<file path="src/rtl/bhg_line_fetch.sv">
`default_nettype none
// =============================================================================
// bhg_line_fetch : line-ahead DDR3 burst fetch into the dual video line buffer
// Revision       : 1.0
// =============================================================================
module bhg_line_fetch #(
  parameter int unsigned ADDR_WIDTH     = 29,
  parameter int unsigned BASE_ADDR      = 0,
  parameter int unsigned LINE_STRIDE    = 8192,
  parameter int unsigned WORDS_PER_LINE = 480,
  parameter int unsigned V_LINES        = 1080,
  parameter int unsigned MAX_INFLIGHT   = 16
) (
  input  logic                  CMD_CLK,
  input  logic                  reset_n,
  input  logic                  enable,
  input  logic                  CMD_xena_in,
  input  logic                  CMD_yena_in,
  input  logic [1:0]            x_scroll_in,
  output logic                  rd_req,
  input  logic                  rd_ready,
  output logic [ADDR_WIDTH-1:0] rd_addr,
  input  logic                  rd_valid,
  input  logic [127:0]          rd_data,
  output logic [1:0]            CMD_xpos_out,
  output logic                  CMD_ypos_out,
  output logic                  CMD_line_mem_wena,
  output logic [9:0]            CMD_line_mem_waddr,
  output logic [127:0]          CMD_line_mem_wdata,
  output logic                  busy,
  output logic                  underrun
);

  typedef enum logic [2:0] {
    S_IDLE  = 3'd0,
    S_FETCH = 3'd1,
    S_WAIT  = 3'd2,
    S_DONE  = 3'd3,
    S_DRAIN = 3'd4
  } state_t;

  state_t                state_q, state_d;
  logic                  xena_q, yena_q;
  logic [15:0]           line_q, line_d;
  logic                  half_q, half_d;
  logic [ADDR_WIDTH-1:0] base_q, base_d;
  logic [9:0]            req_cnt_q, req_cnt_d;
  logic [9:0]            wr_cnt_q, wr_cnt_d;
  logic [6:0]            inflight_q, inflight_d;
  logic                  rd_req_q, rd_req_d;
  logic [ADDR_WIDTH-1:0] rd_addr_q, rd_addr_d;
  logic [1:0]            xpos_q, xpos_d;
  logic                  ypos_q, ypos_d;
  logic                  wena_q, wena_d;
  logic [9:0]            waddr_q, waddr_d;
  logic [127:0]          wdata_q, wdata_d;
  logic                  busy_q, busy_d;
  logic                  underrun_q, underrun_d;

  logic yfall, xfall, accept, ret, restart;

  assign yfall  = yena_q & ~CMD_yena_in;
  assign xfall  = xena_q & ~CMD_xena_in;
  assign accept = rd_req_q & rd_ready;
  // With nothing outstanding a return is stale (e.g. issued before reset) and is dropped.
  assign ret    = rd_valid & (inflight_q != 7'd0);

  always_comb begin
    state_d    = state_q;
    line_d     = line_q;
    half_d     = half_q;
    base_d     = base_q;
    req_cnt_d  = req_cnt_q;
    wr_cnt_d   = wr_cnt_q;
    rd_addr_d  = rd_addr_q;
    xpos_d     = xpos_q;
    ypos_d     = ypos_q;
    wena_d     = 1'b0;
    waddr_d    = waddr_q;
    wdata_d    = wdata_q;
    underrun_d = underrun_q;
    restart    = 1'b0;

    inflight_d = inflight_q + {6'd0, accept} - {6'd0, ret};
    if (accept) req_cnt_d = req_cnt_q + 10'd1;

    if (ret && (state_q == S_FETCH) && !yfall) begin
      wena_d   = 1'b1;
      waddr_d  = {half_q, wr_cnt_q[8:0]};
      wdata_d  = rd_data;
      wr_cnt_d = wr_cnt_q + 10'd1;
    end

    if (yfall) begin
      if (inflight_d != 7'd0) state_d = S_DRAIN;
      else                    restart = 1'b1;
    end else begin
      case (state_q)
        S_DRAIN: if (inflight_d == 7'd0) restart = 1'b1;
        S_FETCH: begin
          if (xfall) underrun_d = 1'b1;
          if (32'(wr_cnt_d) == WORDS_PER_LINE) state_d = S_WAIT;
        end
        S_WAIT: if (xfall) begin
          ypos_d = half_q;
          if (32'(line_q) + 32'd1 < V_LINES) begin
            half_d    = ~half_q;
            line_d    = line_q + 16'd1;
            base_d    = base_q + ADDR_WIDTH'(LINE_STRIDE);
            req_cnt_d = 10'd0;
            wr_cnt_d  = 10'd0;
            state_d   = S_FETCH;
          end else begin
            state_d = S_DONE;
          end
        end
        default: ;
      endcase
    end

    if (restart) begin
      if (enable) begin
        state_d   = S_FETCH;
        line_d    = 16'd0;
        half_d    = 1'b0;
        ypos_d    = 1'b0;
        xpos_d    = x_scroll_in;
        base_d    = ADDR_WIDTH'(BASE_ADDR);
        req_cnt_d = 10'd0;
        wr_cnt_d  = 10'd0;
      end else begin
        state_d = S_IDLE;
      end
    end

    // Request outputs are registered, so they are derived from next-cycle counters.
    rd_req_d = (state_d == S_FETCH) && (32'(req_cnt_d) < WORDS_PER_LINE) &&
               (32'(inflight_d) < MAX_INFLIGHT);
    if (state_d == S_FETCH) rd_addr_d = base_d + ADDR_WIDTH'({req_cnt_d, 4'b0000});
    busy_d = (state_d != S_IDLE) && (state_d != S_DONE);
  end

  always_ff @(posedge CMD_CLK or negedge reset_n) begin
    if (!reset_n) begin
      state_q    <= S_IDLE;
      xena_q     <= 1'b0;
      yena_q     <= 1'b0;
      line_q     <= 16'd0;
      half_q     <= 1'b0;
      base_q     <= '0;
      req_cnt_q  <= 10'd0;
      wr_cnt_q   <= 10'd0;
      inflight_q <= 7'd0;
      rd_req_q   <= 1'b0;
      rd_addr_q  <= '0;
      xpos_q     <= 2'd0;
      ypos_q     <= 1'b0;
      wena_q     <= 1'b0;
      waddr_q    <= 10'd0;
      wdata_q    <= 128'd0;
      busy_q     <= 1'b0;
      underrun_q <= 1'b0;
    end else begin
      state_q    <= state_d;
      xena_q     <= CMD_xena_in;
      yena_q     <= CMD_yena_in;
      line_q     <= line_d;
      half_q     <= half_d;
      base_q     <= base_d;
      req_cnt_q  <= req_cnt_d;
      wr_cnt_q   <= wr_cnt_d;
      inflight_q <= inflight_d;
      rd_req_q   <= rd_req_d;
      rd_addr_q  <= rd_addr_d;
      xpos_q     <= xpos_d;
      ypos_q     <= ypos_d;
      wena_q     <= wena_d;
      waddr_q    <= waddr_d;
      wdata_q    <= wdata_d;
      busy_q     <= busy_d;
      underrun_q <= underrun_d;
    end
  end

  assign rd_req             = rd_req_q;
  assign rd_addr            = rd_addr_q;
  assign CMD_xpos_out       = xpos_q;
  assign CMD_ypos_out       = ypos_q;
  assign CMD_line_mem_wena  = wena_q;
  assign CMD_line_mem_waddr = waddr_q;
  assign CMD_line_mem_wdata = wdata_q;
  assign busy               = busy_q;
  assign underrun           = underrun_q;

endmodule
`default_nettype wire
</file>
<file path="config.mk">
export PLATFORM = sky130hd
export DESIGN_NAME = bhg_line_fetch
export DESIGN_NICKNAME = d
export VERILOG_FILES = /design/src/rtl/bhg_line_fetch.sv
export SDC_FILE = /design/constraint.sdc
export NUM_CORES = 1
export LEC_CHECK = 0
export CORE_MARGIN = 2
export CORE_UTILIZATION = 35
export CTS_BUF_LIST = sky130_fd_sc_hd__clkbuf_8
export DETAILED_ROUTE_END_ITERATION = 7
export GPL_ROUTABILITY_DRIVEN = 0
export PLACE_DENSITY = 0.73
export SETUP_SLACK_MARGIN = 0.3
export SLEW_MARGIN = 25
export SYNTH_ARGS = -nofsm -noshare
export SYNTH_HDL_FRONTEND = slang
export SYNTH_SLANG_ARGS = --single-unit
export TNS_END_PERCENT = 1
</file>
<file path="constraint.sdc">
create_clock -name CMD_CLK -period 7.05 [get_ports CMD_CLK]
set_input_delay 1.41 -clock CMD_CLK [delete_from_list [all_inputs] [get_ports CMD_CLK]]
set_output_delay 1.41 -clock CMD_CLK [all_outputs]
set_load 0.005 [all_outputs]
</file>
==> results.sh, run 1 <==
export IMPL_avgSynthCellArea_um2=11.8
export IMPL_syn_to_final_growth_pct=40.2
export IMPL_final_number_of_max_transition_violations=0
export IMPL_postSynth_topFlopCell="sky130_fd_sc_hd__dfrtp_1"
export IMPL_synth_net_count=1145
export IMPL_yosys_register_bits=252
export IMPL_min_path_type="flop to flop"
export IMPL_synth_area_mm2=0.0116
export IMPL_clk_path_buf_depth=3
export IMPL_ys_async_sr_fraction_pct=100
export IMPL_drtAntennaViolNets=0
export IMPL_dr_pass1_iters=7
export IMPL_post_route_min_period_ns=6.53
export IMPL_cts_root_buffer="sky130_fd_sc_hd__clkbuf_8"
export IMPL_drt_drc_violations_left=0
export IMPL_critical_path_class="primary input to flop"
export IMPL_timing_hold_worst_path_depth=1
export IMPL_avgViaCountPerCell=4.91
export IMPL_max_freq_mhz=153
export IMPL_synth_sequential_area_ratio_pct=54.1
export IMPL_finalWirelength_mm=30.0
export IMPL_hold_viol=0
export IMPL_seq_power_share_pct=43.2
export IMPL_placement_setup_worst_slack_ns=-0.123
export IMPL_arrival_worst_endpoint_ns=7.00
export IMPL_power_clock_fraction_pct=37.1
export IMPL_worst_pin_slew_ns=1.05
export IMPL_io_buffer_count=310
export IMPL_number_of_cell_instances_on_the_worst_register_to_register_path=27
export IMPL_die_height_um=186
export IMPL_skew_ns=0.0122
export IMPL_detailed_route_via_count=8870
export IMPL_synth_top_cells_by_count="sky130_fd_sc_hd__dfrtp_1, sky130_fd_sc_hd__mux2_2, sky130_fd_sc_hd__nand2_1, sky130_fd_sc_hd__nor2_1, sky130_fd_sc_hd__xnor2_1"
export IMPL_tritoncts="yes"
export IMPL_rows=66
export IMPL_internal_power_mw=2.67
export IMPL_yosysTopAreaCellShare_pct=54.1
export IMPL_pwr_share_comb_pct=19.8
export IMPL_tritoncts_num_sinks=252
export IMPL_fp_dieArea_mm2=0.0348
export IMPL_clk_pin_slew_worst_paths_ns=0.06
export IMPL_clk_insertion_delay_late_ns=0.55
export IMPL_switching_share_pct=28.3
export IMPL_grt_antenna_before_repair=0
export IMPL_via_count_of_the_first_global_routing_pass=9314
export IMPL_core_region_area_mm2=0.0326
export IMPL_cellPowerDensity_mw_per_mm2=228
export IMPL_drc_marker_count_from_the_first_detailed_route_iteration=636
export IMPL_yosys_area_top_type="sky130_fd_sc_hd__dfrtp_1"
export IMPL_post_synth_main_area_contributors="sky130_fd_sc_hd__dfrtp_1, sky130_fd_sc_hd__mux2_2, sky130_fd_sc_hd__xnor2_1, sky130_fd_sc_hd__ha_1, sky130_fd_sc_hd__nand2_1"
export IMPL_combined_global_route_utilization_of_all_metal_layers_pct=17.2
export IMPL_setup_viol=0
export IMPL_p_switching_mw=1.05
export IMPL_yosys_cell_count_top_type="sky130_fd_sc_hd__dfrtp_1"
export IMPL_number_of_standard_cells_after_synthesis=983
export IMPL_wl_per_cell_um=16.6
export IMPL_rsz0062_at_grt="yes"
export IMPL_cts_buffers_inserted=45
export IMPL_floorplan_initialDensity_pct=35.7
export IMPL_fillCellCount=2866
export IMPL_yosys_warnings=0
export IMPL_dp_hpwl_mm=21.2
export IMPL_first_pass_grt_wire_length_mm=49.0
export IMPL_path_max_fanout=9
export IMPL_die_w_um=186
export IMPL_fraction_of_final_layout_cells_sized_beyond_drive_strength_1_pct=20.5
export IMPL_drv_max_cap_violation_count=0
export IMPL_postLayoutSetupSlackWorst_ns=0.517
export IMPL_holdWs_ns=0.476
export IMPL_crit_path_end_kind="flop"
export IMPL_largest_net_degree_at_the_start_of_global_routing=168
export IMPL_cts_post_setup_buffers_inserted=0
export IMPL_post_cts_resized=0
export IMPL_post_synth_edffs=0
export IMPL_post_synthesis_cell_type_count=81
export IMPL_run_status="completed"
export IMPL_static_leakage_power_nw=7.48
export IMPL_htree_num_levels=2
export IMPL_required_ns=7.52
export IMPL_postCtsHoldBufs=0
export IMPL_overflow=0
export IMPL_diodes=0
export IMPL_timing_max_slew_rel_slack_pct=28.5
export IMPL_fin_nets=1492
export IMPL_period_utilisation_layout_pct=92.7
export IMPL_vdd_drop_max_mv=0.188
export IMPL_top_level_ports=311
export IMPL_worst_setup_path_start_kind="primary input"
## cell type report
cell class | instances | area [µm²] | area share [%]
sequential | 252 | 6310 | 38.6
multi-input combinational | 657 | 5060 | 31.0
timing repair buffer | 341 | 3370 | 20.6
clock buffer | 53 | 729 | 4.47
tap | 442 | 553 | 3.39
clock inverter | 28 | 188 | 1.15
inverter | 33 | 124 | 0.759
## cell families (layout without fill, tap and decap cells)
kind of cell	Yosys count	count (layout)	share of synthesized area, %
AO/OA/AOI/OAI	122	122	7.46
XOR/XNOR	64	64	4.94
adder cells (fa/ha/maj)	25	25	2.81
buffers and inverters	74	455	2.87
flip-flops	252	252	54.1
multiplexers	148	148	14.3
AND/OR/NAND/NOR	298	298	13.5
## flip-flops by register name (all words and copies together) (netlist names), 2 cells and up
signal,flops
base_q,29
CMD_line_mem_wdata,128
line_q,16
CMD_xpos_out,2
inflight_q,7
rd_addr,29
CMD_line_mem_waddr,10
wr_cnt_q,10
req_cnt_q,10
state_q,3
## stage by stage
step	area, µm²	util, %	setup TNS (ns)	cells	total power [mW]
detailed placement	15400	47.2	-0.408	1725	2.36
global placement	15400	47.2	0	1725	2.33
floorplan	11700	-	0	983	2.00
global route	16300	50.0	0	1806	3.93
finish	16300	50.0	0	1806	3.72
CTS	16300	50.0	0	1806	3.76
## power by group through the flow
stage | registers (mW) | logic (mW) | clock network, mW
final | 1.61 | 0.735 | 1.38
after CTS | 1.61 | 0.733 | 1.43
after global routing | 1.62 | 0.813 | 1.50
after global placement | 1.63 | 0.704 | 0
after floorplan | 1.62 | 0.381 | 0
after detailed placement | 1.63 | 0.730 | 0
## critical path: stages
cell                              delay (ns)
sky130_fd_sc_hd__clkdlybuf4s50_1        0.47
sky130_fd_sc_hd__nand2_1                0.08
sky130_fd_sc_hd__ha_1                   0.28
sky130_fd_sc_hd__inv_1                  0.04
sky130_fd_sc_hd__ha_1                   0.19
sky130_fd_sc_hd__fa_1                   0.46
sky130_fd_sc_hd__or3b_2                 0.48
sky130_fd_sc_hd__or4_1                  0.45
sky130_fd_sc_hd__a221oi_1               0.31
sky130_fd_sc_hd__nand4_1                0.15
sky130_fd_sc_hd__buf_4                  0.20
sky130_fd_sc_hd__nand2_2                0.11
sky130_fd_sc_hd__buf_4                  0.14
sky130_fd_sc_hd__nor2_1                 0.06
sky130_fd_sc_hd__ha_1                   0.33
sky130_fd_sc_hd__o21ai_0                0.09
sky130_fd_sc_hd__o21bai_1               0.18
sky130_fd_sc_hd__a21o_1                 0.14
sky130_fd_sc_hd__a21oi_1                0.08
sky130_fd_sc_hd__o211ai_1               0.33
sky130_fd_sc_hd__nand4_1                0.20
sky130_fd_sc_hd__or2_2                  0.33
sky130_fd_sc_hd__or3_1                  0.30
sky130_fd_sc_hd__a31oi_1                0.16
## metal layers
layer  GRT usage [%]  vias to the layer above  wire, µm
met5               0                        -         0
met4            4.43                        0       558
met3            6.13                       49      2520
met2            30.0                      296     15000
met1            20.1                     4355     11900
li1                -                     4170         -
## layout by cell type (no fill, tap or decap), types with 20 or more instances in the layout
cell type	instances
sky130_fd_sc_hd__clkdlybuf4s50_1	309
sky130_fd_sc_hd__dfrtp_1	252
sky130_fd_sc_hd__mux2_2	145
sky130_fd_sc_hd__nand2_1	74
sky130_fd_sc_hd__nor2_1	66
sky130_fd_sc_hd__clkbuf_8	53
sky130_fd_sc_hd__inv_1	46
sky130_fd_sc_hd__xnor2_1	35
sky130_fd_sc_hd__o21ai_0	31
sky130_fd_sc_hd__buf_4	29
sky130_fd_sc_hd__nand3_1	28
sky130_fd_sc_hd__xor2_1	27
sky130_fd_sc_hd__ha_1	23
sky130_fd_sc_hd__and2_1	20
## final timing paths
path / startpoint / end / slack, ns
worst max register to register: inflight_q[5] / rd_addr[27] / 0.91
worst min register to register: underrun / underrun / 0.48
min in group asynchronous: reset_n / CMD_line_mem_wdata[65] / 0.84
worst min-delay path: underrun / underrun / 0.48
max in group asynchronous: reset_n / rd_addr[6] / 4.87
worst max-delay path: rd_ready / rd_addr[27] / 0.52
Note: power is estimated with default switching activity, not from simulation.
==> run 2: changes to the inputs <==
--- a/config.mk
+++ b/config.mk
@@ -5,12 +5,12 @@
 export SDC_FILE = /design/constraint.sdc
 export NUM_CORES = 1
 export LEC_CHECK = 0
-export CORE_MARGIN = 2
+export CORE_MARGIN = 4
 export CORE_UTILIZATION = 35
 export CTS_BUF_LIST = sky130_fd_sc_hd__clkbuf_8
 export DETAILED_ROUTE_END_ITERATION = 7
 export GPL_ROUTABILITY_DRIVEN = 0
-export PLACE_DENSITY = 0.73
+export PLACE_DENSITY = 0.71
 export SETUP_SLACK_MARGIN = 0.3
 export SLEW_MARGIN = 25
 export SYNTH_ARGS = -nofsm -noshare
==> results.sh, run 2 (synthesized netlist as in run 1, its figures left out) <==
export IMPL_run_status="completed"
export IMPL_die_height_um=190
export IMPL_core_region_area_mm2=0.0327
export IMPL_dr_pass1_iters=4
export IMPL_critical_path_reg2reg_startpoint="inflight_q[5]"
export IMPL_post_route_min_period_ns=6.55
export IMPL_combined_global_route_utilization_of_all_metal_layers_pct=16.8
export IMPL_min_delay_start="rd_addr[5]"
export IMPL_drtAntennaViolNets=0
export IMPL_diodes=0
export IMPL_via_count_of_the_first_global_routing_pass=9434
export IMPL_worst_pin_slew_ns=0.889
export IMPL_clk_pin_slew_worst_paths_ns=0.05
export IMPL_cellPowerDensity_mw_per_mm2=230
export IMPL_largest_net_degree_at_the_start_of_global_routing=144
export IMPL_first_pass_grt_wire_length_mm=49.5
export IMPL_setup_viol=0
export IMPL_postCtsHoldBufs=0
export IMPL_number_of_flip_flops_in_the_largest_register=128
export IMPL_avgViaCountPerCell=4.92
export IMPL_htree_num_levels=2
export IMPL_drc_marker_count_from_the_first_detailed_route_iteration=591
export IMPL_hold_viol=0
export IMPL_holdWs_ns=0.474
export IMPL_detailed_route_via_count=8879
export IMPL_dp_hpwl_mm=22.3
export IMPL_drt_drc_violations_left=0
export IMPL_min_path_type="flop to flop"
export IMPL_required_ns=7.51
export IMPL_fp_dieArea_mm2=0.0363
export IMPL_final_number_of_max_transition_violations=0
export IMPL_timing_max_slew_rel_slack_pct=40.8
export IMPL_tritoncts="yes"
export IMPL_tritoncts_num_sinks=252
export IMPL_wl_per_cell_um=17.2
export IMPL_clk_insertion_delay_late_ns=0.56
export IMPL_path_max_fanout=16
export IMPL_static_leakage_power_nw=7.46
export IMPL_worst_setup_path_start_kind="primary input"
export IMPL_final_common_cell="sky130_fd_sc_hd__clkdlybuf4s50_1"
export IMPL_floorplan_initialDensity_pct=35.6
export IMPL_max_freq_mhz=153
export IMPL_die_w_um=190
export IMPL_fraction_of_final_layout_cells_sized_beyond_drive_strength_1_pct=20.8
export IMPL_critical_path_class="primary input to flop"
export IMPL_rsz0062_at_grt="yes"
export IMPL_crit_path_end_kind="flop"
export IMPL_syn_to_final_growth_pct=40.3
export IMPL_rows=66
export IMPL_drv_max_cap_violation_count=0
export IMPL_cts_root_buffer="sky130_fd_sc_hd__clkbuf_8"
export IMPL_cts_buffers_inserted=45
export IMPL_post_cts_resized=0
export IMPL_finalWirelength_mm=31.0
export IMPL_period_utilisation_layout_pct=92.9
export IMPL_cts_post_setup_buffers_inserted=0
export IMPL_io_buffer_count=310
export IMPL_vdd_drop_max_mv=0.155
export IMPL_top_level_ports=311
export IMPL_clk_path_buf_depth=3
export IMPL_final_core_utilization_pct=50.0
export IMPL_critical_path_startpoint="rd_valid"
export IMPL_fin_nets=1493
export IMPL_skew_ns=0.0209
export IMPL_grt_antenna_before_repair=0
export IMPL_totalPowerFinal_mw=3.75
export IMPL_layout_cells_most_common_list="sky130_fd_sc_hd__clkdlybuf4s50_1, sky130_fd_sc_hd__dfrtp_1, sky130_fd_sc_hd__mux2_2"
export IMPL_arrival_worst_endpoint_ns=7.01
export IMPL_overflow=0
-- run 2: path summary, 6_finish.rpt --
kind | to | slack [ns] | depth (start not counted)
min reg2reg | rd_addr[5] | 0.47 | 2
max reg2reg | rd_addr[27] | 0.82 | 26
max in group asynchronous | CMD_line_mem_waddr[1] | 4.67 | 2
max | rd_addr[27] | 0.50 | 24
min | rd_addr[5] | 0.47 | 2
min in group asynchronous | CMD_line_mem_wdata[71] | 0.88 | 1
-- run 2: worst max-delay path, stage by stage --
cell                              delay [ns]
sky130_fd_sc_hd__clkdlybuf4s50_1        0.41
sky130_fd_sc_hd__o41ai_2                0.07
sky130_fd_sc_hd__inv_1                  0.08
sky130_fd_sc_hd__ha_1                   0.29
sky130_fd_sc_hd__inv_1                  0.04
sky130_fd_sc_hd__ha_1                   0.19
sky130_fd_sc_hd__fa_1                   0.46
sky130_fd_sc_hd__or3b_2                 0.46
sky130_fd_sc_hd__or4_1                  0.44
sky130_fd_sc_hd__a221oi_1               0.32
sky130_fd_sc_hd__nand4_1                0.14
sky130_fd_sc_hd__buf_4                  0.18
sky130_fd_sc_hd__buf_4                  0.19
sky130_fd_sc_hd__and2_1                 0.18
sky130_fd_sc_hd__ha_1                   0.34
sky130_fd_sc_hd__o21ai_0                0.10
sky130_fd_sc_hd__o21bai_1               0.19
sky130_fd_sc_hd__a21o_1                 0.15
sky130_fd_sc_hd__a21oi_1                0.08
sky130_fd_sc_hd__o211ai_1               0.25
sky130_fd_sc_hd__nand4_1                0.19
sky130_fd_sc_hd__or2_2                  0.33
sky130_fd_sc_hd__or3_1                  0.30
sky130_fd_sc_hd__a31oi_1                0.18
-- run 2: routing by layer --
| layer | wire length (µm) | global-route usage [%] | vias to the layer above |
|---|---|---|---|
| met5 | 0 | 0 | - |
| met4 | 554 | 4.12 | 0 |
| met3 | 2520 | 5.80 | 39 |
| met2 | 15400 | 29.0 | 281 |
| met1 | 12500 | 20.1 | 4385 |
| li1 | - | - | 4174 |
-- run 2: final cells by class --
cell class	count	area [µm²]
sequential	252	6310
tap	442	553
clock inverter	21	164
clock buffer	56	771
timing repair buffer	342	3360
fill	2932	16400
multi-input combinational	657	5050
inverter	33	124
-- run 2: report_power, final --
group / internal, mW / switching [mW]
Combinational: 0.363 / 0.374
Clock: 0.793 / 0.619
Sequential: 1.54 / 0.0631
Total: 2.70 / 1.06
-- run 2: metrics by stage --
| stage | worst slack (ns) | cell area [µm²] | std cells | setup TNS (ns) |
|---|---|---|---|---|
| floorplan | 0.313 | 11700 | 983 | 0 |
| global placement | 0.0767 | 15400 | 1726 | 0 |
| detailed placement | -0.0563 | 15400 | 1726 | -0.190 |
| CTS | 0.526 | 16300 | 1803 | 0 |
| global route | 0.277 | 16300 | 1803 | 0 |
| finish | 0.502 | 16300 | 1803 | 0 |
